`config.mk`:
```
export PLATFORM = sky130hd
export DESIGN_NAME = i2s_tx
export DESIGN_NICKNAME = d
export VERILOG_FILES = /design/src/rtl/i2s_tx.sv
export SDC_FILE = /design/constraint.sdc
export NUM_CORES = 1
export LEC_CHECK = 0
export BUFFER_PORTS_ARGS = -buffer_cell sky130_fd_sc_hd__buf_2
export CORE_UTILIZATION = 25
export DETAILED_ROUTE_END_ITERATION = 8
export GPL_TIMING_DRIVEN = 0
export PLACE_DENSITY_LB_ADDON = 0.12
export SLEW_MARGIN = 5
export SYNTH_ARGS = -nofsm -noshare
export SYNTH_HDL_FRONTEND = slang
export SYNTH_SLANG_ARGS = --single-unit
```
`constraint.sdc`:
```
create_clock -name mck_i -period 4.7 [get_ports mck_i]
set_clock_uncertainty 0.2 [all_clocks]
set_input_delay 0.235 -clock mck_i [delete_from_list [all_inputs] [get_ports mck_i]]
set_output_delay 0.235 -clock mck_i [all_outputs]
set_load 0.01 [all_outputs]
```
`src/rtl/i2s_tx.sv`:
```
// I2S transmitter: mck-derived bit clock, one-entry pending buffer, frame-aligned
// sample loading with underrun detection and a saturating underrun counter.
module i2s_tx #(
    parameter int unsigned FRAME   = 24,
    parameter int unsigned SLOT    = 32,
    parameter int unsigned MCK_DIV = 2
) (
    input  logic             mck_i,
    input  logic             rst_i,
    input  logic [FRAME-1:0] l_data_i,
    input  logic [FRAME-1:0] r_data_i,
    input  logic             valid_i,
    output logic             ready_o,
    output logic             bck_o,
    output logic             lrck_o,
    output logic             data_o,
    output logic             frame_o,
    output logic             underrun_o,
    output logic [7:0]       underrun_cnt_o
);

    localparam int unsigned DW = (MCK_DIV > 1) ? $clog2(MCK_DIV) : 1;
    localparam int unsigned BW = $clog2(2 * SLOT);
    localparam int unsigned IW = (FRAME > 1) ? $clog2(FRAME) : 1;

    localparam logic [DW-1:0] DivLast = DW'(MCK_DIV - 1);
    localparam logic [BW-1:0] BitLast = BW'(2 * SLOT - 1);
    localparam logic [BW-1:0] BitSlot = BW'(SLOT);

    logic [DW-1:0]    div_cnt_q, div_cnt_d;
    logic [BW-1:0]    bit_cnt_q, bit_cnt_d;
    logic             bck_q, bck_d;
    logic             lrck_q, lrck_d;
    logic             data_q, data_d;
    logic             frame_q, frame_d;
    logic             underrun_q, underrun_d;
    logic [7:0]       ucnt_q, ucnt_d;
    logic             pend_valid_q, pend_valid_d;
    logic [FRAME-1:0] pend_l_q, pend_l_d, pend_r_q, pend_r_d;
    logic [FRAME-1:0] act_l_q, act_l_d, act_r_q, act_r_d;

    logic             fall;
    logic             accept;
    int unsigned      k;
    logic [IW-1:0]    idx;

    always_comb begin
        div_cnt_d    = div_cnt_q;
        bit_cnt_d    = bit_cnt_q;
        bck_d        = bck_q;
        lrck_d       = lrck_q;
        data_d       = data_q;
        frame_d      = 1'b0;
        underrun_d   = 1'b0;
        ucnt_d       = ucnt_q;
        pend_valid_d = pend_valid_q;
        pend_l_d     = pend_l_q;
        pend_r_d     = pend_r_q;
        act_l_d      = act_l_q;
        act_r_d      = act_r_q;
        fall         = 1'b0;
        k            = 0;
        idx          = '0;
        accept       = valid_i && !pend_valid_q;

        if (div_cnt_q == DivLast) begin
            div_cnt_d = '0;
            bck_d     = ~bck_q;
            fall      = bck_q;
        end else begin
            div_cnt_d = div_cnt_q + 1'b1;
        end

        if (fall) begin
            bit_cnt_d = (bit_cnt_q == BitLast) ? '0 : bit_cnt_q + 1'b1;
            if (bit_cnt_d == '0) begin
                lrck_d  = 1'b0;
                frame_d = 1'b1;
                if (pend_valid_q) begin
                    act_l_d      = pend_l_q;
                    act_r_d      = pend_r_q;
                    pend_valid_d = 1'b0;
                end else begin
                    act_l_d    = '0;
                    act_r_d    = '0;
                    underrun_d = 1'b1;
                    if (ucnt_q != 8'hFF) begin
                        ucnt_d = ucnt_q + 8'd1;
                    end
                end
            end else if (bit_cnt_d == BitSlot) begin
                lrck_d = 1'b1;
            end

            // Bit 0 of each slot is the one-bck I2S delay; bits past FRAME are padding.
            k      = int'(bit_cnt_d);
            data_d = 1'b0;
            if (k >= 1 && k <= FRAME) begin
                idx    = IW'(FRAME - k);
                data_d = act_l_q[idx];
            end else if (k >= SLOT + 1 && k <= SLOT + FRAME) begin
                idx    = IW'(SLOT + FRAME - k);
                data_d = act_r_q[idx];
            end
        end

        // Only reachable with the buffer empty, so a same-cycle frame start never loses it.
        if (accept) begin
            pend_l_d     = l_data_i;
            pend_r_d     = r_data_i;
            pend_valid_d = 1'b1;
        end
    end

    always_ff @(posedge mck_i) begin
        if (rst_i) begin
            div_cnt_q    <= '0;
            bit_cnt_q    <= BitLast;
            bck_q        <= 1'b0;
            lrck_q       <= 1'b1;
            data_q       <= 1'b0;
            frame_q      <= 1'b0;
            underrun_q   <= 1'b0;
            ucnt_q       <= '0;
            pend_valid_q <= 1'b0;
            pend_l_q     <= '0;
            pend_r_q     <= '0;
            act_l_q      <= '0;
            act_r_q      <= '0;
        end else begin
            div_cnt_q    <= div_cnt_d;
            bit_cnt_q    <= bit_cnt_d;
            bck_q        <= bck_d;
            lrck_q       <= lrck_d;
            data_q       <= data_d;
            frame_q      <= frame_d;
            underrun_q   <= underrun_d;
            ucnt_q       <= ucnt_d;
            pend_valid_q <= pend_valid_d;
            pend_l_q     <= pend_l_d;
            pend_r_q     <= pend_r_d;
            act_l_q      <= act_l_d;
            act_r_q      <= act_r_d;
        end
    end

    assign ready_o        = ~pend_valid_q;
    assign bck_o          = bck_q;
    assign lrck_o         = lrck_q;
    assign data_o         = data_q;
    assign frame_o        = frame_q;
    assign underrun_o     = underrun_q;
    assign underrun_cnt_o = ucnt_q;

endmodule

```
[Yosys cells after proc, flatten, opt, wreduce, memory -nomap -nowiden]
Cells that the tools add are included.
Widths: inputs -> output; s select.
Word-level totals
  flip-flop bits (word level): 117
  word-level logic and storage cells: 63
Operators by class
  $add $sub $neg: 5
  $lt $le $gt $ge: 6
  eq/ne operators: 3
  mux-type cells: 17
  bitwise operators: 4
  reductions and logical operators: 15
Operators by type and width (number)
  $mux 24: 2
  $eq 6x6->1 const B: 2
  $lt 5x6->1 const B: 2
  $mux 1: 12
  $bmux 1 s5: 2
  $sub 5x5->5 const A: 2
  $add 8x1->8 const B: 1
  $ne 8x8->1 const B: 1
  $add 6x1->6 const B: 1
  $ge 6x1->1 const B: 1
  $ge 6x6->1 const B: 1
  $le 6x5->1 const B: 1
  $le 6x6->1 const B: 1
  $logic_not 6->1: 1
  $mux 6: 1
  $reduce_and 2->1: 3
  $reduce_bool 2->1: 3
  $not 1->1: 4
  $reduce_and 4->1: 1
  $reduce_or 2->1: 2
  $logic_and 1x1->1: 3
  $reduce_or 3->1: 1
  $add 1x1->1 const B: 1
  $logic_not 1->1: 1

[Logic depth before layout (Yosys ltp)]
  word-level depth: 7
  mapped depth: 11

[Least setup slack after synthesis]
Ideal clock, no wire load.
  path kind: reg-to-reg
  start point: register bit_cnt_q[1]
  end point: register data_q (netlist: data_o)
  setup time: 128 ps
  arrival: 2032 ps
  path slack: 2341 ps
  cell stages (with the launch flop): 11
  buffers on the path: 2
  clock period less this slack: 2359 ps
  cells stage by stage: dfxtp_1 ha_1 buf_2 nand3_1 o21ai_1 buf_2 mux2_2 o22ai_1 nor4_1 o21ai_1 o211ai_1
Between the ends
  word-level cells in the longest chain between the ends: 7
  elaborated cells on any way between the ends: 17
Ends and longest elaborated chain
  start, declared: line 31  | logic [BW-1:0] bit_cnt_q, bit_cnt_d;
  start signal, assigned: line 118  | bit_cnt_q <= BitLast;
  start signal, assigned: line 132  | bit_cnt_q <= bit_cnt_d;
  $add 6x1->6 or $eq 6x6->1 (tied branches): line 75  | bit_cnt_d = (bit_cnt_q == BitLast) ? '0 : bit_cnt_q + 1'b1;
  $mux 6 (*): line 75
  $sub 5x5->5: line 99, 102
  $bmux 1 s5: line 103  | data_d = act_r_q[idx];
  $mux 1 (not written as such): line 103
  $mux 1: line 101  | end else if (k >= SLOT + 1 && k <= SLOT + FRAME) begin
  $mux 1 (*): line 98  | if (k >= 1 && k <= FRAME) begin
  end signal, assigned: line 135  | data_q <= data_d;
  end, declared: line 34  | logic data_q, data_d;
Every way passes the cells marked *; elsewhere a longest branch is shown, timed or not. The select of a mux whose other input is x is not followed.
A chain may end at the register's enable or synchronous reset.

[Worst setup path after layout]
Same ends and word-level chain as after synthesis.

==> out/metrics.csv <==
metric,value,unit
combinational power share,0.108,
Slowest cell on crit path,dfxtp_1,
Pint,1977,µW
r2r worst-path depth,10,
# port buffers,63,
clock sinks,117,
DRT iter0 DRCs,203,
Mapped Area,4725,µm²
initial antenna violation count,0,
period utilization,0.6697,
clock transition at the registers of the reported paths,0.05,ns
worst slew pin tran,0.6487,ns
ys async rst share,0,
register area share after synthesis,0.4958,
worst skew pair latency,0.43,ns
Slew headroom,0.5675,
switch share,0.2442,
buffer levels on the longest clock path,2,
grt ovf,0,
status,"finished, final reports clean",
critical path launch point,bit_cnt_q[1]$_SDFFE_PP1P_,
htree depth,4,
count of different cell masters after synthesis,56,
RSZ-0062 raised after global routing,no,
CP max stage delay,0.51,ns
die area,19450,µm²
CTS tree,yes,
setup violators final,0,
depth of the worst hold-timing path,2,
clock root cell,clkbuf_16,
via count,4153,
switching power,638.9,µW
Hold/Removal Path Class,in2reg,
drt first pass iters,4,
Initial Utilization,0.2586,
pin count of the biggest net entering global routing,17,
first-pass GRT wire length,21.46,mm
n_diodes,0,
Fin. Hold Viols,0,
num rows,49,
Die W,139.5,µm
critical path startpoint category,register,
Synth Area per Inst,9.103,µm²
crit path DAT,3.26,ns
fin crit period,3.148,ns
detailed-route wire length per cell,14.78,µm
max cap viols,0,
DPL Wire Length,9.445,mm
Synth Register Bits,117,
Seq pwr share,0.401,
Syn Nets,573,
final total power,2616,µW
Die Span Y,139.5,µm
Sum Neg Setup Slack,0,ns
nets,703,
Pwr Density,409.1,nW/µm²
vias per inst,4.661,
Max Freq,317.7,MHz
Syn Inst Count,519,
Peak VDD IR,257.6,µV
max-slew violations,0,
"Cell Chain, Critical Path",ha_1 -> buf_2 -> nand3_1 -> o21ai_1 -> buf_2 -> nand2_1 -> a211o_1 -> o31ai_1 -> o21ai_1 -> o211ai_1,
Boundary Pins,65,
warnings from Yosys,0,
Crit path required time,4.81,ns
Crit Path Class,reg2reg,
area growth from synthesis to layout,35.35,%
ys flop type,dfxtp_1,
crit path max fanout,10,
"EDFF count, synth",0,
routability congestion estimate,0.8486,
gr usage total,0.1458,
FF-to-FF Start,bit_cnt_q[1]$_SDFFE_PP1P_,
layout cell share with drive strength beyond 1,0.1903,
core box area,18270,µm²
total CTS buffers,17,
Total Routed Length,13.17,mm
hold path start,rst_i,
Leakage,0.002620,µW
clock network fraction of design power,0.491,
Post-route DRC,0,
endpoint class of the critical path,register,
post-route ant nets,0,
vias in the first global route,3961,
## cells in the mapped netlist, types with 5 or more instances
cell type	count	area, µm²
a21oi_1	57	285.3
a22o_1	48	420.4
buf_2	9	45.04
buf_6	6	67.56
clkbuf_1	18	67.56
dfxtp_1	117	2342
inv_1	5	18.77
mux2_2	5	56.30
nand2_1	117	439.2
nor2_1	23	86.33
nor2b_1	5	31.28
nor3_1	10	50.05
o21ai_0	8	40.04
o22ai_1	5	31.28
xnor2_1	7	61.31
xor2_1	5	43.79
## final timing paths
kind | end | slack [ns]
worst min-delay path | bit_cnt_q[4]$_SDFFE_PP1P_ | 0.03
worst min register to register | pend_r_q[3]$_SDFFE_PP0P_ | 0.25
worst max-delay path | data_o$_SDFFE_PP0P_ | 1.55
worst max register to register | data_o$_SDFFE_PP0P_ | 1.55
## layout by cell type (no fill, tap or decap), drive strengths merged, types with 4 or more instances in the layout
cell,instances
xor2,5
nand3,4
dlygate4sd3,48
clkbuf,42
nor2,23
a211o,4
inv,6
mux2i,4
nor3,11
o21ai,12
xnor2,7
and2,4
nand2b,4
nand2,118
a21oi,58
o22ai,5
clkinv,4
a22o,48
mux2,5
nor2b,6
buf,83
dfxtp,117
## metal layers
metal	wire [µm]	track usage
met2	6020	0.2272
met4	114	0.04444
met5	0	0
met3	496	0.04852
met1	6540	0.1899
## power groups by stage
stage	combinational [µW]	clock [µW]	sequential, µW
finish	282	1280	1050
global route	315	1370	1050
CTS	286	1310	1050
detailed placement	254	0	1070
global placement	251	0	1070
floorplan	168	0	1060
## area by class of cell
type                    count  area (µm²)
clock inverters             8       96.34
inverters                   5       18.77
repair buffers            111       795.8
multi-input cells         359        2153
flip-flops and latches    117        2342
plain buffers              38       210.2
fillers                  1920       11880
clock buffers              24       491.7
well taps                 229       286.5
## critical path, delay by kind of cell, from the launching register on
kind                     cells  cell delay, ns
flip-flops                   1            0.51
buffers and inverters        2            0.60
AO/OA/AOI/OAI                5            1.22
AND/OR/NAND/NOR              2            0.24
adder cells (fa/ha/maj)      1            0.27
## sequential cells by signal, summed over array words and instances (netlist names)
signal and cells:
act_l_q 24, act_r_q 24, bck_o 1, bit_cnt_q 6, data_o 1, div_cnt_q 1
frame_o 1, lrck_o 1, pend_l_q 24, pend_r_q 24, pend_valid_q 1, underrun_cnt_o 8
underrun_o 1
## stage by stage
step                      hold WS, ns    util  std cells  worst slack [ns]  cell area, µm²
after floorplan                0.1710       -        519             2.341            4725
after global placement         0.2443  0.2915        811             1.513            5326
after detailed placement       0.2500  0.2915        811             1.579            5326
after CTS                    0.004692  0.3500        891             1.552            6395
after global routing          0.01175  0.3500        891             1.338            6395
final                         0.03477  0.3500        891             1.552            6395
## logic make-up (layout without fill, tap and decap cells)
logic type                 count (synthesis)  after routing  share of synthesized area
and+or+nand+nor                          185            185                     0.1761
AOI/OAI and AO/OA                        147            147                     0.2148
DFF                                      117            117                     0.4958
buffers and inverters                     43            186                    0.04846
xor gates and xnor gates                  12             12                    0.02225
muxes                                     12             12                    0.03469
adders and majority gates                  3              3                   0.007946
## timing repair
action | 4_1_cts | 5_1_grt
gates resized for setup | 0 | 0
hold buffers | 48 | 0
setup buffers | 0 | 0
endpoints found under the hold margin | 48 | 0
Power figures use the tool's default switching activity.
